**src/rtl/instruction_issue_controller_pkg.sv**
```systemverilog
`default_nettype none
// ============================================================================
// Module     : instruction_issue_controller_pkg
// Description: Shared constants and FSM encoding for the IF/ID issue controller.
// Revision   : 1.0 - initial release
// ============================================================================
package instruction_issue_controller_pkg;

  // Word substituted into ID on flush/bubble (and by the adjuster on reject)
  localparam logic [31:0] NOP_WORD = 32'h0000_0000;

  // Issue FSM encoding
  typedef enum logic {
    ST_RUN  = 1'b0,
    ST_HALT = 1'b1
  } state_e;

endpackage
`default_nettype wire

```
**src/rtl/instruction_issue_controller_if.sv**
```systemverilog
`default_nettype none
// ============================================================================
// Module     : instruction_issue_controller_if
// Description: Fetch / hazard / adjuster / ID-stage bundle of the issue
//              controller. The master side is the surrounding pipeline, the
//              slave side is the controller.
// Revision   : 1.0 - initial release
// ============================================================================
interface instruction_issue_controller_if #(
  parameter int CNT_W = 8
);
  // Fetch side
  logic             if_valid;
  logic [31:0]      if_pc;
  logic [31:0]      if_instr;
  // Hazard unit / control
  logic             stall;
  logic             flush;
  logic             clear_log;
  // Adjuster path
  logic [31:0]      adj_instr_in;
  logic             adj_accepted;
  logic [31:0]      adj_instr_out;
  // Controller results
  logic             fetch_enable;
  logic             id_valid;
  logic [31:0]      id_pc;
  logic [31:0]      id_instr;
  logic             id_illegal;
  logic             halted;
  logic [CNT_W-1:0] illegal_count;
  logic [31:0]      first_illegal_pc;
  logic             first_illegal_vld;

  modport master (
    output if_valid, if_pc, if_instr, stall, flush, clear_log,
           adj_accepted, adj_instr_out,
    input  adj_instr_in, fetch_enable, id_valid, id_pc, id_instr, id_illegal,
           halted, illegal_count, first_illegal_pc, first_illegal_vld
  );

  modport slave (
    input  if_valid, if_pc, if_instr, stall, flush, clear_log,
           adj_accepted, adj_instr_out,
    output adj_instr_in, fetch_enable, id_valid, id_pc, id_instr, id_illegal,
           halted, illegal_count, first_illegal_pc, first_illegal_vld
  );

endinterface
`default_nettype wire

```
**src/rtl/instruction_issue_controller_illegal_event_log.sv**
```systemverilog
`default_nettype none
// ============================================================================
// Module     : illegal_event_log
// Description: Saturating illegal-issue counter with first-PC capture. A clear
//              coincident with an event is applied first, so the event becomes
//              the first entry of the fresh log.
// Revision   : 1.0 - initial release
// ============================================================================
module illegal_event_log
  import instruction_issue_controller_pkg::*;
#(
  parameter int CNT_W = 8
) (
  input  logic             clk,
  input  logic             reset_n,
  input  logic             clear_i,
  input  logic             event_i,
  input  logic [31:0]      pc_i,
  output logic [CNT_W-1:0] count_o,
  output logic [CNT_W-1:0] count_next_o,
  output logic             bump_o,
  output logic [31:0]      first_pc_o,
  output logic             first_vld_o
);

  localparam logic [CNT_W-1:0] C_CNT_MAX = '1;

  logic [CNT_W-1:0] count_q, count_d;
  logic [31:0]      pc_q, pc_d;
  logic             vld_q, vld_d;
  logic             bump_d;

  // Next-state: clear first, then fold in the event (saturating count)
  always_comb begin
    count_d = count_q;
    pc_d    = pc_q;
    vld_d   = vld_q;
    bump_d  = 1'b0;
    if (clear_i) begin
      count_d = '0;
      pc_d    = NOP_WORD;
      vld_d   = 1'b0;
    end
    if (event_i) begin
      if (count_d != C_CNT_MAX) begin
        count_d = count_d + CNT_W'(1);
        bump_d  = 1'b1;
      end
      if (!vld_d) begin
        pc_d  = pc_i;
        vld_d = 1'b1;
      end
    end
  end

  // Log registers
  always_ff @(posedge clk or negedge reset_n) begin
    if (!reset_n) begin
      count_q <= '0;
      pc_q    <= '0;
      vld_q   <= 1'b0;
    end else begin
      count_q <= count_d;
      pc_q    <= pc_d;
      vld_q   <= vld_d;
    end
  end

  assign count_o      = count_q;
  assign count_next_o = count_d;
  assign bump_o       = bump_d;
  assign first_pc_o   = pc_q;
  assign first_vld_o  = vld_q;

endmodule
`default_nettype wire

```
**src/rtl/instruction_issue_controller.sv**
```systemverilog
`default_nettype none
// ============================================================================
// Module     : instruction_issue_controller
// Description: IF/ID stage controller. Routes the fetched word through the
//              legality adjuster, loads the ID register under flush/stall
//              control, logs rejected words and halts fetch after
//              MAX_ILLEGAL illegal issues (0 = never halt).
// Revision   : 1.0 - initial release
// ============================================================================
module instruction_issue_controller
  import instruction_issue_controller_pkg::*;
#(
  parameter int          CNT_W       = 8,
  parameter int unsigned MAX_ILLEGAL = 4
) (
  input logic                          clk,
  input logic                          reset_n,
  instruction_issue_controller_if.slave bus
);

  state_e           state_q;
  logic             id_valid_q;
  logic [31:0]      id_pc_q;
  logic [31:0]      id_instr_q;
  logic             id_illegal_q;

  logic             capture;
  logic             illegal_evt;
  logic             halt_trig;
  logic             log_bump;
  logic [CNT_W-1:0] log_count;
  logic [CNT_W-1:0] log_count_next;
  logic [31:0]      log_first_pc;
  logic             log_first_vld;

  // A word is taken only in RUN with no hazard request
  assign capture     = bus.if_valid & ~bus.stall & ~bus.flush & (state_q == ST_RUN);
  assign illegal_evt = capture & ~bus.adj_accepted;

  // Halt only on a real increment landing on the limit; a saturated count
  // no longer increments and so cannot re-trigger
  assign halt_trig = (MAX_ILLEGAL != 0) && log_bump &&
                     (32'(log_count_next) == MAX_ILLEGAL);

  illegal_event_log #(
    .CNT_W (CNT_W)
  ) u_log (
    .clk          (clk),
    .reset_n      (reset_n),
    .clear_i      (bus.clear_log),
    .event_i      (illegal_evt),
    .pc_i         (bus.if_pc),
    .count_o      (log_count),
    .count_next_o (log_count_next),
    .bump_o       (log_bump),
    .first_pc_o   (log_first_pc),
    .first_vld_o  (log_first_vld)
  );

  // RUN/HALT sequencing: halt on the limit, resume on clear_log
  always_ff @(posedge clk or negedge reset_n) begin
    if (!reset_n) begin
      state_q <= ST_RUN;
    end else begin
      case (state_q)
        ST_RUN:  if (halt_trig)     state_q <= ST_HALT;
        ST_HALT: if (bus.clear_log) state_q <= ST_RUN;
        default:                    state_q <= ST_RUN;
      endcase
    end
  end

  // ID register: flush > stall > capture > bubble
  always_ff @(posedge clk or negedge reset_n) begin
    if (!reset_n) begin
      id_valid_q   <= 1'b0;
      id_pc_q      <= '0;
      id_instr_q   <= NOP_WORD;
      id_illegal_q <= 1'b0;
    end else if (bus.flush) begin
      id_valid_q   <= 1'b0;
      id_instr_q   <= NOP_WORD;
      id_illegal_q <= 1'b0;
    end else if (bus.stall) begin
      id_valid_q   <= id_valid_q;
    end else if (capture) begin
      id_valid_q   <= 1'b1;
      id_pc_q      <= bus.if_pc;
      id_instr_q   <= bus.adj_instr_out;
      id_illegal_q <= ~bus.adj_accepted;
    end else begin
      id_valid_q   <= 1'b0;
      id_instr_q   <= NOP_WORD;
      id_illegal_q <= 1'b0;
    end
  end

  assign bus.adj_instr_in      = bus.if_instr;
  assign bus.fetch_enable      = (state_q == ST_RUN) & ~bus.stall;
  assign bus.halted            = (state_q == ST_HALT);
  assign bus.id_valid          = id_valid_q;
  assign bus.id_pc             = id_pc_q;
  assign bus.id_instr          = id_instr_q;
  assign bus.id_illegal        = id_illegal_q;
  assign bus.illegal_count     = log_count;
  assign bus.first_illegal_pc  = log_first_pc;
  assign bus.first_illegal_vld = log_first_vld;

endmodule
`default_nettype wire

```
**src/flat_wrapper.sv**
```systemverilog
// flat-port wrapper written by rule: the top's interface ports become plain ports
module instruction_issue_controller_flat import instruction_issue_controller_pkg::*;
#(
  parameter int          CNT_W       = 8,
  parameter int unsigned MAX_ILLEGAL = 4
)
  (clk, reset_n, bus_if_valid, bus_if_pc, bus_if_instr, bus_stall, bus_flush, bus_clear_log, bus_adj_accepted, bus_adj_instr_out, bus_adj_instr_in, bus_fetch_enable, bus_id_valid, bus_id_pc, bus_id_instr, bus_id_illegal, bus_halted, bus_illegal_count, bus_first_illegal_pc, bus_first_illegal_vld);
  instruction_issue_controller_if #(.CNT_W(CNT_W)) bus_i ();
  input logic clk;
  input logic reset_n;
  input wire logic [$bits(bus_i.if_valid)-1:0] bus_if_valid;
  input wire logic [$bits(bus_i.if_pc)-1:0] bus_if_pc;
  input wire logic [$bits(bus_i.if_instr)-1:0] bus_if_instr;
  input wire logic [$bits(bus_i.stall)-1:0] bus_stall;
  input wire logic [$bits(bus_i.flush)-1:0] bus_flush;
  input wire logic [$bits(bus_i.clear_log)-1:0] bus_clear_log;
  input wire logic [$bits(bus_i.adj_accepted)-1:0] bus_adj_accepted;
  input wire logic [$bits(bus_i.adj_instr_out)-1:0] bus_adj_instr_out;
  output wire logic [$bits(bus_i.adj_instr_in)-1:0] bus_adj_instr_in;
  output wire logic [$bits(bus_i.fetch_enable)-1:0] bus_fetch_enable;
  output wire logic [$bits(bus_i.id_valid)-1:0] bus_id_valid;
  output wire logic [$bits(bus_i.id_pc)-1:0] bus_id_pc;
  output wire logic [$bits(bus_i.id_instr)-1:0] bus_id_instr;
  output wire logic [$bits(bus_i.id_illegal)-1:0] bus_id_illegal;
  output wire logic [$bits(bus_i.halted)-1:0] bus_halted;
  output wire logic [$bits(bus_i.illegal_count)-1:0] bus_illegal_count;
  output wire logic [$bits(bus_i.first_illegal_pc)-1:0] bus_first_illegal_pc;
  output wire logic [$bits(bus_i.first_illegal_vld)-1:0] bus_first_illegal_vld;
  assign bus_i.if_valid = bus_if_valid;
  assign bus_i.if_pc = bus_if_pc;
  assign bus_i.if_instr = bus_if_instr;
  assign bus_i.stall = bus_stall;
  assign bus_i.flush = bus_flush;
  assign bus_i.clear_log = bus_clear_log;
  assign bus_i.adj_accepted = bus_adj_accepted;
  assign bus_i.adj_instr_out = bus_adj_instr_out;
  assign bus_adj_instr_in = bus_i.adj_instr_in;
  assign bus_fetch_enable = bus_i.fetch_enable;
  assign bus_id_valid = bus_i.id_valid;
  assign bus_id_pc = bus_i.id_pc;
  assign bus_id_instr = bus_i.id_instr;
  assign bus_id_illegal = bus_i.id_illegal;
  assign bus_halted = bus_i.halted;
  assign bus_illegal_count = bus_i.illegal_count;
  assign bus_first_illegal_pc = bus_i.first_illegal_pc;
  assign bus_first_illegal_vld = bus_i.first_illegal_vld;
  instruction_issue_controller #(.CNT_W(CNT_W), .MAX_ILLEGAL(MAX_ILLEGAL)) u_core (.clk(clk), .reset_n(reset_n), .bus(bus_i));
endmodule
```
**config.mk**
```make
export PLATFORM = sky130hd
export DESIGN_NAME = instruction_issue_controller_flat
export DESIGN_NICKNAME = d
export VERILOG_FILES = /design/src/rtl/instruction_issue_controller_pkg.sv /design/src/rtl/instruction_issue_controller_if.sv /design/src/rtl/instruction_issue_controller_illegal_event_log.sv /design/src/rtl/instruction_issue_controller.sv /design/src/flat_wrapper.sv
export SDC_FILE = /design/constraint.sdc
export NUM_CORES = 1
export LEC_CHECK = 0
export ABC_AREA = 1
export CELL_PAD_IN_SITES_DETAIL_PLACEMENT = 0
export CELL_PAD_IN_SITES_GLOBAL_PLACEMENT = 1
export CORE_ASPECT_RATIO = 0.9
export CORE_MARGIN = 5
export CORE_UTILIZATION = 31
export DETAILED_ROUTE_END_ITERATION = 10
export GPL_TIMING_DRIVEN = 0
export PLACE_DENSITY = 0.88
export SLEW_MARGIN = 20
export SYNTH_ARGS = -nofsm -noshare
export SYNTH_HDL_FRONTEND = slang
export SYNTH_SLANG_ARGS = --single-unit
```
**constraint.sdc**
```tcl
create_clock -name clk -period 3.3 [get_ports clk]
set_input_delay 0.495 -clock clk [delete_from_list [all_inputs] [get_ports clk]]
set_output_delay 0.495 -clock clk [all_outputs]
set_load 0.03 [all_outputs]
```
# [Word level (Yosys, flattened, before mapping)]
# Cells that the tools add are included.
[word_totals] regBits=108 out_inout_bits=141 elab_cells=45
[op_classes] add_sub_neg=1 n_eq_ne=3 mux=22 bitwise_logic=9 n_reduce_logical=2
[op_table] cell="two-way mux 32 bit" count=6
[op_table] cell="two-way mux 8 bit" count=3
[op_table] cell="two-way mux 1 bit" count=12
[op_table] cell="adder 8 x 1 -> 8 bit (second input constant)" count=1
[op_table] cell="equality test 8 x 3 -> 1 bit (second input constant)" count=1
[op_table] cell="inequality test 8 bit (second input constant)" count=1
[op_table] cell="AND 1 bit" count=5
[op_table] cell="inverter 1 bit" count=4
[op_table] cell="AND reduction 3 bit" count=1
[op_table] cell="inequality test 2 x 1 -> 1 bit (second input constant)" count=1
[op_table] cell="case mux 1 bit (2 select lines)" count=1
[op_table] cell="logical AND 1 bit" count=1

# [Longest topological paths before layout]
# Gate-level depths: netlist of run 1.
[logic_depth] ltp_word=10 depth_mapped=13

# [Cells and area by module]
# Synthesis of run 1 repeated with hierarchy kept, for this count alone.
[hier_totals] hier_cells=556 hier_area_um2=4936.0
[by_module_without_submodules] mod="instruction_issue_controller" instances=1 cells_each=336 area_per_inst_um2=3030.4 seq_area_each_um2=1676.6
[by_module_without_submodules] mod="illegal_event_log" instances=1 cells_each=220 area_per_inst_um2=1905.6 seq_area_each_um2=1026.0

# [Worst setup path before layout of run 1]
# OpenSTA, ideal clock, no wires.
[synth_timing] path_type="reg2out" startpoint="reg u_core.state_q, in the netlist u_core.bus.halted" endpoint="out bus_fetch_enable" arrival_ns=1.251 required_ns=2.805 path_slack_ns=1.554 path_stages_with_launch=3 path_buffers=1 path_cell_list="dfrtp_1 -> nor2_8 -> buf_1"
[synth_between] elab_chain_len=2
[synth_rtl] item="start, declared" line_no="instruction_issue_controller.sv:21" source="state_e state_q;"
[synth_rtl] item="start signal, assigned" line_no="instruction_issue_controller.sv:63" source="state_q <= ST_RUN;"
[synth_rtl] item="start signal, assigned" line_no="instruction_issue_controller.sv:66" source="ST_RUN: if (halt_trig) state_q <= ST_HALT;"
[synth_rtl] item="start signal, assigned" line_no="instruction_issue_controller.sv:67" source="ST_HALT: if (bus.clear_log) state_q <= ST_RUN;"
[synth_rtl] item="inverter 1 bit" line_no="instruction_issue_controller.sv:99" source="assign bus.fetch_enable = (state_q == ST_RUN) & ~bus.stall;"
[synth_rtl] item="AND 1 bit" line_no="instruction_issue_controller.sv:99"
[synth_rtl] item="end, declared" line_no="flat_wrapper.sv:20" source="output wire logic [$bits(bus_i.fetch_enable)-1:0] bus_fetch_enable;"
# No other way between the ends.

# [Worst setup path in the final report of run 1]
# Ends and elaborated chain as after synthesis.

==> flow_metrics.env, run 1 <==
export IMPL_status="finished, final reports clean"
export IMPL_cts_made_buffers=9
export IMPL_cp_data_arrival_time_ns=2.22
export IMPL_pre_cts_ws_ns=0.8412
export IMPL_final_common_cell="clkdlybuf4s50_1"
export IMPL_cp_max_fo=10
export IMPL_cts_sinks=108
export IMPL_setup_ws_ns=0.5846
export IMPL_vdd_drop_max_v=0.0003339
export IMPL_cts_resized=0
export IMPL_io_buffers=209
export IMPL_viasPerCell=4.641
export IMPL_grt_pass1_wl_microns=23370
export IMPL_post_cts_buffers=0
export IMPL_dp_cells=899
export IMPL_htree_levels=3
export IMPL_insertedDiodeCount=0
export IMPL_skew_ns=0.006913
export IMPL_stdcell_count=914
export IMPL_required_ns=2.80
export IMPL_grt_max_degree=56
export IMPL_insertion_delay_ns=0.34
export IMPL_r2r_start="u_core.bus.halted$_DFF_PN0_"
export IMPL_core_area_sq_um=15230
export IMPL_final_hold_viol_count=0
export IMPL_cp_start_kind="flop"
export IMPL_power_density_nw_per_um2=459.1
export IMPL_synth_avg_cell_area_sq_um=9.781
export IMPL_rsz0062_at_grt="no"
export IMPL_drt_first_iter_violations=122
export IMPL_first_pass_iters=4
export IMPL_first_global_vias=4374
export IMPL_io_pins=244
export IMPL_p_leak_nw=3.312
export IMPL_wl_per_cell_microns=16.26
export IMPL_dpl_hpwl_microns=11400
export IMPL_ant_nets=0
export IMPL_cts_buffer_depth=2
export IMPL_fp_dieW_microns=140.7
export IMPL_globalplace_congestion=0.8298
export IMPL_tightest_slew_ns=0.5305
export IMPL_crit_start="u_core.bus.halted$_DFF_PN0_"
export IMPL_period_share_pct=82.28
export IMPL_netlist_area_sq_um=4763
export IMPL_drive_above_1_share_pct=14.47
export IMPL_start_util_pct=31.28
export IMPL_clkSlewWorstSetupHoldPaths_ns=0.07
export IMPL_period_needed_ns=2.715
export IMPL_cts_tree="yes"
export IMPL_hold_buffers=0
export IMPL_end_kind="output pin"
export IMPL_yosysSeqAreaShare_pct=56.74
export IMPL_max_clock_freq_mhz=368.3
export IMPL_place_area_sq_um=7137
export IMPL_drc=0
export IMPL_syn_num_nets=590
export IMPL_grt_antenna_before_repair=0
export IMPL_design_die_area_sq_um=17950
export IMPL_ys_types=28
export IMPL_p_total_mw=3.407
export IMPL_max_cap_violations=0
export IMPL_final_nets=811
export IMPL_slew_headroom_pct=64.64
export IMPL_grt_overflow=0
export IMPL_post_route_util_pct=48.74
export IMPL_final_cell_mix="clkdlybuf4s50_1 (208), nand2_1 (129), dfrtp_1 (108), nand3_1 (78)"
export IMPL_ys_seq_elements=108
export IMPL_syn_instance_count=487
export IMPL_vias=4242
export IMPL_setup_violations=0
export IMPL_drt_total_wl_microns=14860
export IMPL_crit_type="flop to output pin"
export IMPL_die_y_microns=127.6
export IMPL_fp_row_count=43
export IMPL_worstHoldPathType="input port to asynchronous set/reset pin"
export IMPL_clk_root_buffer_cell="clkbuf_16"
export IMPL_report_final_slew_viol_count=0
export IMPL_grt_total_usage_pct=16.26
export IMPL_final_area_sq_um=7421
export IMPL_area_delta_synth_final_pct=55.79
export IMPL_synth_yosys_warnings=0
## worst paths after layout
path	slack, ns	cells after the start	endpoint
max	0.58	3	bus_fetch_enable
min	0.10	1	u_core.bus.id_pc[26]$_DFFE_PN0P_
max reg2reg	1.59	6	u_core.u_log.first_pc_o[13]$_DFF_PN0_
min reg2reg	0.51	1	u_core.bus.id_pc[7]$_DFFE_PN0P_
max in group asynchronous	2.54	2	u_core.bus.id_instr[3]$_DFFE_PN0P_
min in group clk	0.44	3	u_core.bus.id_illegal$_DFFE_PN0P_
## worst max-delay path, cell delays in order, from the launching register on
cell             delay (ns)
dfrtp_1                0.47
nor2_8                 0.22
buf_1                  0.41
clkdlybuf4s50_1        0.77
## power breakdown
| group | leakage [nW] | switching [mW] | internal (mW) | total (mW) |
|---|---|---|---|---|
| clock network | 0.136 | 0.474 | 0.586 | 1.06 |
| logic | 1.76 | 0.467 | 0.393 | 0.860 |
| registers | 1.42 | 0.0584 | 1.43 | 1.49 |
| total | 3.31 | 1.00 | 2.41 | 3.41 |
## synthesized netlist by cell type
| master | n | area share [%] |
|---|---|---|
| nand3_1 | 78 | 8.2 |
| o21ai_0 | 32 | 3.4 |
| nand2_4 | 1 | 0.24 |
| inv_1 | 16 | 1.3 |
| buf_1 | 4 | 0.32 |
| xor2_1 | 1 | 0.18 |
| o21ai_1 | 1 | 0.10 |
| clkinv_1 | 1 | 0.079 |
| buf_6 | 2 | 0.47 |
| nand2_1 | 129 | 10 |
| buf_2 | 10 | 1.1 |
| nor3_2 | 1 | 0.21 |
| buf_4 | 32 | 5.0 |
| inv_2 | 1 | 0.079 |
| clkinv_2 | 1 | 0.10 |
| clkbuf_1 | 11 | 0.87 |
| mux2_2 | 32 | 7.6 |
| nor3_1 | 1 | 0.10 |
| nand3_2 | 1 | 0.21 |
| nor2_8 | 1 | 0.42 |
| dfrtp_1 | 108 | 57 |
| nand3b_1 | 3 | 0.47 |
| nor2_4 | 3 | 0.71 |
| nand2_2 | 1 | 0.13 |
| nand3_4 | 1 | 0.37 |
| nor2_1 | 12 | 0.95 |
| nand4_1 | 2 | 0.26 |
| a21oi_4 | 1 | 0.34 |
## state kept, by name, indices dropped and copies added (netlist names)
signal,cells
u_core.u_log.first_vld_o,1
u_core.bus.halted,1
u_core.bus.id_instr,32
u_core.bus.id_illegal,1
u_core.bus.id_pc,32
u_core.bus.id_valid,1
u_core.u_log.first_pc_o,32
u_core.u_log.count_o,8
## layer usage
layer	part of all wire, %	vias to the layer above	GRT usage [%]
met2	47	203	26.75
met4	1.5	0	4.672
li1	-	2005	-
met5	0	-	0
met3	11	17	7.560
met1	40	2017	19.14
## per-stage QoR
step | TNS, ns | hold WS (ns)
after floorplan | 0 | 0.1994
after global placement | -261.87 | 0.4898
after detailed placement | 0 | 0.4913
after CTS | 0 | 0.1065
after global routing | 0 | 0.1251
final | 0 | 0.1041
## cell families (layout without fill, tap and decap cells)
kind of cell           after synthesis  in the layout  share of synthesized area, %
XOR/XNOR                             1              1                        0.1839
AO/OA/AOI/OAI                       34             34                         3.809
flip-flops                         108            108                         56.74
AND/OR/NAND/NOR                    234            234                         22.43
buffers and inverters               78            303                         9.272
multiplexers                        32             32                         7.565
## final cells by class
type                    instances  area (sq um)
fillers                      1389          7805
flip-flops and latches        108          2703
clock inverters                 4         51.30
plain buffers                  59         369.1
well taps                     202         252.7
clock buffers                  11         232.7
multi-input cells             301          1619
repair buffers                210          2121
inverters                      19         72.57
Power figures use the tool's default switching activity.
==> inputs of run 2 (changes only) <==
--- a/config.mk
+++ b/config.mk
@@ -10,10 +10,10 @@
 export CELL_PAD_IN_SITES_GLOBAL_PLACEMENT = 1
 export CORE_ASPECT_RATIO = 0.9
 export CORE_MARGIN = 5
-export CORE_UTILIZATION = 31
+export CORE_UTILIZATION = 29
 export DETAILED_ROUTE_END_ITERATION = 10
 export GPL_TIMING_DRIVEN = 0
-export PLACE_DENSITY = 0.88
+export PLACE_DENSITY = 0.83
 export SLEW_MARGIN = 20
 export SYNTH_ARGS = -nofsm -noshare
 export SYNTH_HDL_FRONTEND = slang
==> constraint.sdc (replaced) <==
create_clock -name clk -period 2.8 [get_ports clk]
set_input_delay 0.42 -clock clk [delete_from_list [all_inputs] [get_ports clk]]
set_output_delay 0.42 -clock clk [all_outputs]
set_load 0.03 [all_outputs]
==> run 2 against run 1 <==
  * Flip-flop and latch count unchanged
  * Clock-buffer cell count decreased by 1
  * Utilization decreased by 2.5 points
  * Critical endpoint unchanged
  * Largest cell class unchanged
  * Largest power group unchanged
  * Highest routed layer unchanged
==> flow_metrics.env, run 2 (synthesis results as in run 1) <==
export IMPL_status="finished, final reports clean"
export IMPL_hold_buffers=0
export IMPL_cp_data_arrival_time_ns=2.19
export IMPL_m1WireLength_microns=5908
export IMPL_cpMaxStageDelayCell="clkdlybuf4s50_1"
export IMPL_post_route_util_pct=46.21
export IMPL_top_layer_used="met4"
export IMPL_power_density_nw_per_um2=547.7
export IMPL_vdd_drop_max_v=0.0002826
export IMPL_wl_per_cell_microns=15.65
export IMPL_skew_ns=0.006350
export IMPL_fp_row_count=44
export IMPL_fillCellCount=1513
export IMPL_final_area_sq_um=7453
export IMPL_cp_max_fo=10
export IMPL_worstHoldPathType="input port to asynchronous set/reset pin"
export IMPL_crit_type="flop to output pin"
export IMPL_first_pass_iters=5
export IMPL_drt_total_wl_microns=14400
export IMPL_area_delta_synth_final_pct=56.47
export IMPL_insertion_delay_ns=0.35
export IMPL_max_cap_violations=0
export IMPL_crit_path_cell_trace="nor2_8 -> buf_1 -> clkdlybuf4s50_1"
export IMPL_drc=0
export IMPL_io_pins=244
export IMPL_globalplace_congestion=0.8446
export IMPL_dr_wl_met3_microns=1635
export IMPL_dp_cells=904
export IMPL_cts_sinks=108
export IMPL_crit_path_max_incr_delay_ns=0.75
export IMPL_tightest_slew_ns=0.4886
export IMPL_grt_total_usage_pct=14.69
export IMPL_drt_first_iter_violations=149
export IMPL_htree_levels=3
export IMPL_final_hold_viol_count=0
export IMPL_clk_root_buffer_cell="clkbuf_16"
export IMPL_cts_resized=0
export IMPL_p_total_mw=4.082
export IMPL_io_buffers=209
export IMPL_max_clock_freq_mhz=383.0
export IMPL_dr_wl_met2_microns=6689
export IMPL_dpl_hpwl_microns=11110
export IMPL_setup_ws_ns=0.1889
export IMPL_vias=4245
export IMPL_die_y_microns=131.6
export IMPL_stdcell_count=920
export IMPL_final_common_cell="clkdlybuf4s50_1"
export IMPL_cts_buffer_depth=2
export IMPL_grt_pass1_wl_microns=23200
export IMPL_final_cell_mix="clkdlybuf4s50_1 (208), nand2_1 (129), dfrtp_1 (108), nand3_1 (78)"
export IMPL_ant_nets=0
export IMPL_insertedDiodeCount=0
export IMPL_grt_antenna_before_repair=0
export IMPL_required_ns=2.38
export IMPL_end_kind="output pin"
export IMPL_rsz0062_at_grt="no"
export IMPL_clkSlewWorstSetupHoldPaths_ns=0.07
export IMPL_fp_dieW_microns=145.1
export IMPL_setup_violations=0
export IMPL_place_area_sq_um=7143
export IMPL_cts_made_buffers=9
export IMPL_pre_cts_ws_ns=0.4907
export IMPL_period_share_pct=93.25
export IMPL_cp_start_kind="flop"
export IMPL_drive_above_1_share_pct=14.87
export IMPL_report_final_slew_viol_count=0
export IMPL_cts_tree="yes"
export IMPL_start_util_pct=29.53
export IMPL_final_nets=811
export IMPL_post_cts_buffers=0
export IMPL_viasPerCell=4.614
export IMPL_grt_overflow=0
export IMPL_p_leak_nw=3.322
export IMPL_slew_headroom_pct=67.43
export IMPL_grt_max_degree=59
export IMPL_first_global_vias=4313
export IMPL_core_area_sq_um=16130
export IMPL_design_die_area_sq_um=19090
export IMPL_crit_buf_inv=2
export IMPL_period_needed_ns=2.611
export IMPL_path_delay_family="buffers and inverters"
## run 2: cell types whose count changed in the layout (fill, tap and decap cells not counted), sizes merged
| cell | change |
|---|---|
| clkbuf | -1 |
| clkinv | -1 |
| clkinvlp | +1 |
| inv | +2 |
## run 2: through the flow
stage	setup TNS, ns	hold slack, ns
2_1_floorplan	0	0.1244
4_1_cts	0	0.009741
3_3_place_gp	-290.32	0.4893
3_5_place_dp	0	0.3936
5_1_grt	0	0.02731
6_report	0	0.002353
## run 2: per-layer routing
| layer | track usage [%] | up-vias |
|---|---|---|
| li1 | - | 2008 |
| met1 | 18.27 | 1999 |
| met2 | 23.69 | 226 |
| met3 | 6.061 | 12 |
| met4 | 3.938 | 0 |
| met5 | 0 | - |
## run 2: layout make-up
cell class	count	area [sq um]	share of cell area (%)
Buffer	59	369.1	4.952
Clock buffer	10	239.0	3.206
Clock inverter	6	71.32	0.9569
Inverter	19	72.57	0.9736
Multi-Input combinational cell	301	1619	21.72
Sequential cell	108	2703	36.26
Tap cell	207	259.0	3.475
Timing Repair Buffer	210	2121	28.45
## run 2: final timing paths
| check | startpoint | to | slack [ns] | cells past startpoint |
|---|---|---|---|---|
| max | u_core.bus.halted$_DFF_PN0_ | bus_fetch_enable | 0.19 | 3 |
| max reg2reg | u_core.bus.halted$_DFF_PN0_ | u_core.u_log.first_pc_o[10]$_DFF_PN0_ | 1.06 | 6 |
| min | reset_n | u_core.bus.id_pc[30]$_DFFE_PN0P_ | 0.002 | 1 |
| min in group clk | bus_stall | u_core.bus.id_instr[30]$_DFFE_PN0P_ | 0.37 | 3 |
| min reg2reg | u_core.bus.id_pc[14]$_DFFE_PN0P_ | u_core.bus.id_pc[14]$_DFFE_PN0P_ | 0.51 | 1 |
| max in group asynchronous | reset_n | u_core.bus.id_instr[24]$_DFFE_PN0P_ | 2.14 | 2 |
## run 2: where the power goes
part / total [mW] / internal (mW) / switching (mW) / leakage, nW
combinational: 1.01 / 0.463 / 0.551 / 1.76
clock: 1.32 / 0.727 / 0.590 / 0.146
sequential: 1.75 / 1.68 / 0.0675 / 1.42
total: 4.08 / 2.87 / 1.21 / 3.32
